`src/rtl/regfile_wb_pipe.sv`:
```
// regfile_wb_pipe
//    32 x DWIDTH register file with a DEPTH-stage writeback delay line in front
//    of the array. Writes travel through stages S0 (youngest) .. S(DEPTH-1)
//    and reach the array on the edge that moves them out of the last stage.
//    x0 always reads zero and x2 resets to SP_INIT.
//
// Ports
//    clk        : single clock, all state updates on the rising edge
//    reset      : synchronous active-high reset, overrides stall and flush
//    wr_en_i    : write request this cycle
//    wr_rd_i    : destination register index
//    wr_data_i  : write data
//    stall_i    : freezes stages and array, input is dropped
//    flush_i    : last stage commits, all stages invalidated, input is dropped
//    rd_addr_i  : packed read indices, port i at [5i+4:5i]
//    rd_data_o  : packed combinational read data, port i at [DWIDTH*i +: DWIDTH]
//    hazard_o   : per-port read-after-write hazard flag
//    pending_o  : at least one stage holds a valid write
module regfile_wb_pipe #(
   parameter int                DWIDTH  = 32,
   parameter int                DEPTH   = 1,
   parameter int                NREAD   = 2,
   parameter int                BYPASS  = 1,
   parameter logic [DWIDTH-1:0] SP_INIT = 32'h0110_0000
) (
   input  logic                    clk,
   input  logic                    reset,
   input  logic                    wr_en_i,
   input  logic [4:0]              wr_rd_i,
   input  logic [DWIDTH-1:0]       wr_data_i,
   input  logic                    stall_i,
   input  logic                    flush_i,
   input  logic [NREAD*5-1:0]      rd_addr_i,
   output logic [NREAD*DWIDTH-1:0] rd_data_o,
   output logic [NREAD-1:0]        hazard_o,
   output logic                    pending_o
);

   // At least one stage slot is always declared so DEPTH=0 still elaborates;
   // in that case the slot is never consulted.
   localparam int SDEPTH = (DEPTH == 0) ? 1 : DEPTH;

   logic [DWIDTH-1:0] regs [32];

   logic              stage_valid [SDEPTH];
   logic [4:0]        stage_rd    [SDEPTH];
   logic [DWIDTH-1:0] stage_data  [SDEPTH];

   logic              commit_en;
   logic [4:0]        commit_rd;
   logic [DWIDTH-1:0] commit_data;

   // Select what reaches the array this edge. Flush still lets the oldest
   // stage drain; with no stages the live input writes directly, except when
   // flushed or stalled.
   always_comb begin
      commit_en   = 1'b0;
      commit_rd   = '0;
      commit_data = '0;
      if (!reset && (flush_i || !stall_i)) begin
         if (DEPTH == 0) begin
            commit_en   = !flush_i && wr_en_i && (wr_rd_i != 5'd0);
            commit_rd   = wr_rd_i;
            commit_data = wr_data_i;
         end else begin
            commit_en   = stage_valid[SDEPTH-1];
            commit_rd   = stage_rd[SDEPTH-1];
            commit_data = stage_data[SDEPTH-1];
         end
      end
   end

   // Register array; x0 is never written so it stays at its reset value of zero.
   always_ff @(posedge clk) begin
      if (reset) begin
         for (int r = 0; r < 32; r++)
            regs[r] <= (r == 2) ? SP_INIT : '0;
      end else if (commit_en && (commit_rd != 5'd0)) begin
         regs[commit_rd] <= commit_data;
      end
   end

   // Writeback delay line. Writes to x0 enter as bubbles so they never commit.
   always_ff @(posedge clk) begin
      if (reset || flush_i) begin
         for (int k = 0; k < SDEPTH; k++)
            stage_valid[k] <= 1'b0;
      end else if (!stall_i) begin
         stage_valid[0] <= wr_en_i && (wr_rd_i != 5'd0);
         stage_rd[0]    <= wr_rd_i;
         stage_data[0]  <= wr_data_i;
         for (int k = 1; k < SDEPTH; k++) begin
            stage_valid[k] <= stage_valid[k-1];
            stage_rd[k]    <= stage_rd[k-1];
            stage_data[k]  <= stage_data[k-1];
         end
      end
   end

   // Read ports. Stages are scanned oldest to youngest so the youngest match
   // wins when several in-flight writes target the same register.
   always_comb begin
      logic [4:0]        addr;
      logic [DWIDTH-1:0] value;
      logic              stage_hit;
      rd_data_o = '0;
      hazard_o  = '0;
      addr      = '0;
      value     = '0;
      stage_hit = 1'b0;
      for (int p = 0; p < NREAD; p++) begin
         addr      = rd_addr_i[5*p +: 5];
         value     = regs[addr];
         stage_hit = 1'b0;
         if (DEPTH != 0) begin
            for (int k = SDEPTH - 1; k >= 0; k--) begin
               if (stage_valid[k] && (stage_rd[k] == addr)) begin
                  stage_hit = 1'b1;
                  if (BYPASS != 0)
                     value = stage_data[k];
               end
            end
         end
         if (addr == 5'd0) begin
            value = '0;
         end else begin
            hazard_o[p] = (wr_en_i && (wr_rd_i == addr)) || ((BYPASS == 0) && stage_hit);
         end
         rd_data_o[DWIDTH*p +: DWIDTH] = value;
      end
   end

   always_comb begin
      pending_o = 1'b0;
      if (DEPTH != 0) begin
         for (int k = 0; k < SDEPTH; k++)
            pending_o = pending_o | stage_valid[k];
      end
   end

endmodule

```
`config.mk`:
```
export PLATFORM = sky130hd
export DESIGN_NAME = regfile_wb_pipe
export DESIGN_NICKNAME = d
export VERILOG_FILES = /design/src/rtl/regfile_wb_pipe.sv
export SDC_FILE = /design/constraint.sdc
export NUM_CORES = 2
export LEC_CHECK = 0
export CORE_MARGIN = 2
export CORE_UTILIZATION = 42
export CTS_CLUSTER_DIAMETER = 150
export DETAILED_ROUTE_END_ITERATION = 8
export DONT_BUFFER_PORTS = 1
export PLACE_DENSITY = 0.59
export SLEW_MARGIN = 25
export SYNTH_ARGS = -nofsm -noshare
export SYNTH_HDL_FRONTEND = slang
export SYNTH_SLANG_ARGS = --single-unit
```
`constraint.sdc`:
```
create_clock -name clk -period 7.85 [get_ports clk]
set_clock_uncertainty 0.2 [all_clocks]
set_input_delay 1.57 -clock clk [delete_from_list [all_inputs] [get_ports clk]]
set_output_delay 1.57 -clock clk [all_outputs]
set_load 0.005 [all_outputs]
```
==> impl_summary.md <==
Run status
The flow ran to the end, and the final reports show no timing, DRC or antenna violations.

Floorplan
The initial core utilization is about 42%. The floorplan step set the die height to 364 µm. The die is 364 µm wide. The area inside the core boundary is approximately 0.13 mm². In this run the count of I/O pins placed on the die edge is roughly 120. The die covers between 0.1 and 0.15 mm². Row generation in the floorplan step produced around 130 rows.

Clock network
The setup fix buffers added after clock tree synthesis is 0. Post-CTS repair changed the size of 0 cells. The number of levels in the clock H-tree is 3. Counting every sink on the clock net gives 1062. The clock edge transition at the registers on the reported setup and hold paths is 0.06 ns.

The quantity of hold-fixing buffers added after cts is 0. The largest buffer count on any clock path is 3. The clock tree root buffer cell is clkbuf_16. The CTS buffer count is ~110. The later-pin clock latency in the skew report is 0.74 ns.

The clock tree from TritonCTS is built.

Routing
In the routed layout, each cell is associated on average with a via count of around 6.9. The total number of vias is between 30000 and 40000. The first-pass detailed-route iteration total is 6. The mean routed wirelength per cell is a little under 40 µm.

The first routing iteration left about 7200 violations. The post-detailed-route count of antenna-violating nets is 0. In the routed design, unresolved DRC markers number 0.

The routed design has between 200000 and 250000 µm of wire.

Worst setup path
The critical path is of the in2out type. The slowest cell on the critical path is mux4_2. The startpoint identified for the worst register-to-register timing path is stage_rd[0][2].

The kind of end point of the critical path is an output pin. On the critical path the largest part of the delay comes from compound AO/OA/AOI/OAI gates. The most prevalent standard cell on the critical path is a22o_1. The total stage count of the critical path is 5. The endpoint identified for the worst register-to-register timing path is regs[3][0]. The critical path goes through mux4_2 > a22o_1 > a311oi_1 > a21oi_1 > a22o_1.

The number of buffers and inverters on the critical path is 0. The data arrival time of the critical path is around 4.4 ns. The peak per-stage delay on the critical path is a little over 0.8 ns. The type of element launching the critical path is an input pin. In this run the register-to-register setup slack is approximately 3.8 ns.

The highest net fanout along the worst path is roughly 320. The required time of the critical path is slightly above 6 ns. For the worst flop-to-flop path, the logic depth is 6.

Yosys
The share of synthesized area occupied by flip-flops and latches is between 50% and 60%. The combined area of all synthesized cells is between 0.05 and 0.06 mm². The number of different library cells in the post-synthesis netlist is 60. The fraction of registers with async set/reset is 0%. The synthesized instance count is ~4000. The number of synthesized register bits is ~1100. The most instantiated flip-flop cell in the synthesis netlist is edfxtp_1. The total of warnings raised by yosys is 0. Averaged over all synthesized cells, the footprint is approximately 14 µm². Counting flops with a built-in enable in the synthesized netlist gives about 1100.

Pwr
The power spent charging and discharging nets is between 0.003 and 0.004 W. The combinational share of power is 9.1%. The clock group share of total power is approximately two fifths. Net switching is about 25% of the power.

Across the VDD grid, the largest voltage drop is roughly 0.18 mV. The internal portion of total power is 0.00973 W. The sequential group share of total power is 50.4%. For this design the ratio of total power to cell area is around 220 mW/mm². The completed layout was analyzed and its total power is between 0.01 and 0.015 W. The analysis attributes to cell leakage a power of around 20 nW.

GRT
The first global-routing pass estimated roughly 300000 µm of wire. The initial antenna violation count came to 6. The number of global-route vias before repair is approximately 37000. The total grt overflow is 0. The all-layer global routing usage is between 30% and 40%.

Entering global routing, the biggest net connects 324 pins.

Run
Max-cap violations in this run came to 0.

Worst hold path
The hold path endpoint is regs[1][18]. The cell depth of the worst min-delay path is 1. In this run the most critical hold path is launched from stage_data[0][18]. In this run the worst hold path is classified as reg2reg.

Timing
Setup repair after global routing left no endpoint under its margin. The final setup violation count is 0. The total negative setup slack is 0 ns.

The highest clock rate is 161 MHz. The worst max-slew margin expressed relative to the limit is 20.1%. For the pin with the worst max-slew slack, the measured transition is about 1.2 ns. The total count of hold-check failures in the final report was 0.

The part of the cycle the worst path needs is about 80%. The number of max-slew violations in the final report is 0. The shortest clock period the worst path allows after layout is ~6.2 ns.

Placed design
The placed standard-cell area is 0.0559 mm². The number of I/O port buffers is 0. The final RePlAce weighted congestion is slightly above 0.9. After detailed placement, the design holds a cell count of about 5500.

The HPWL after detailed placement is ~130000 µm.

Layout
The post-route standard cell area excluding fillers is between 0.05 and 0.06 mm². The layout overhead on the synthesized area is 8.88%. In the layout the commonest cells are 1062 x edfxtp_1, 1007 x nor2_1, 352 x mux4_2. The proportion of layout cells with a drive suffix above 1 is between 20% and 30%. The commonest non-fill, non-tap cell in the layout is edfxtp_1.

After filler insertion, the fill cell instance count of the layout stands at 11500. The non-filler instance count after layout is approximately 5700. The number of nets at the end of the flow is approximately 3900.
[worst max-delay path by stage]
stage | start | endpoint | slack (ns)
CTS | rd_addr_i[1] | rd_data_o[0] | 2.02
floorplan | stall_i | stage_valid[0] | 2.82
global placement | rd_addr_i[6] | rd_data_o[45] | 2.04
global route | rd_addr_i[0] | rd_data_o[0] | 1.79
detailed placement | rd_addr_i[1] | rd_data_o[0] | 2.04
finish | rd_addr_i[0] | rd_data_o[26] | 1.65
[cell type report]
| type | instances | area [µm²] | share of cell area, % |
|---|---|---|---|
| Antenna cell | 4 | 10.0 | 0.0169 |
| Sequential cell | 1062 | 31900 | 53.7 |
| Multi-Input combinational cell | 2539 | 21000 | 35.3 |
| Timing Repair Buffer | 111 | 846 | 1.43 |
| Tap cell | 1742 | 2180 | 3.67 |
| Clock inverter | 65 | 567 | 0.955 |
| Clock buffer | 137 | 2880 | 4.84 |
| Inverter | 4 | 15.0 | 0.0253 |
[synth_stat cells (42+ instances only)]
master	number	share of area, %
buf_2	84	0.77
nor2_1	1010	7.0
a22oi_1	69	0.95
o22ai_1	79	0.91
mux2i_1	245	4.5
mux4_2	352	15
nand3_1	42	0.39
edfxtp_1	1062	59
mux2_2	88	1.8
nand2_1	94	0.65
a21oi_1	72	0.66
clkbuf_1	283	1.9
[flip-flops by register name, summed over array words and instances, names as in the netlist]
| signal | count |
|---|---|
| regs | 1024 |
| stage_data | 32 |
| stage_rd | 5 |
| stage_valid | 1 |
[per-layer routing]
layer | vias to the layer above | GRT usage [%] | routed length, µm
li1 | 15000 | - | -
met1 | 20200 | 43.9 | 80100
met2 | 3335 | 47.4 | 93800
met3 | 640 | 12.1 | 34000
met4 | 4 | 14.2 | 11400
met5 | - | 0 | 27
[metrics by stage]
| step | setup slack [ns] | util, % | hold slack, ns |
|---|---|---|---|
| detailed placement | 2.04 | 43.3 | 0.464 |
| global route | 1.79 | 45.9 | 0.497 |
| floorplan | 2.82 | - | 0.391 |
| finish | 1.65 | 45.9 | 0.490 |
| global placement | 2.04 | 43.2 | 0.447 |
| CTS | 2.02 | 45.9 | 0.482 |
[kinds of logic (layout without fill, tap and decap cells)]
logic type	Yosys count	after routing	share of synthesized area (%)
buf+inv	435	317	3.81
simple gates	1325	1325	10.1
mux	685	685	20.9
other cells	1	36	0.00688
compound gates	478	478	6.40
flops	1062	1062	58.5
xor+xnor	19	19	0.305
[power by group through the flow]
stage / clock network (W) / registers [W] / logic (W)
after global placement: 0 / 0.00659 / 0.00112
final: 0.00522 / 0.00649 / 0.00118
after floorplan: 0 / 0.00656 / 0.000841
after global routing: 0.00542 / 0.00650 / 0.00118
after CTS: 0.00522 / 0.00648 / 0.00113
after detailed placement: 0 / 0.00660 / 0.00112
Power figures use the tool's default switching activity.
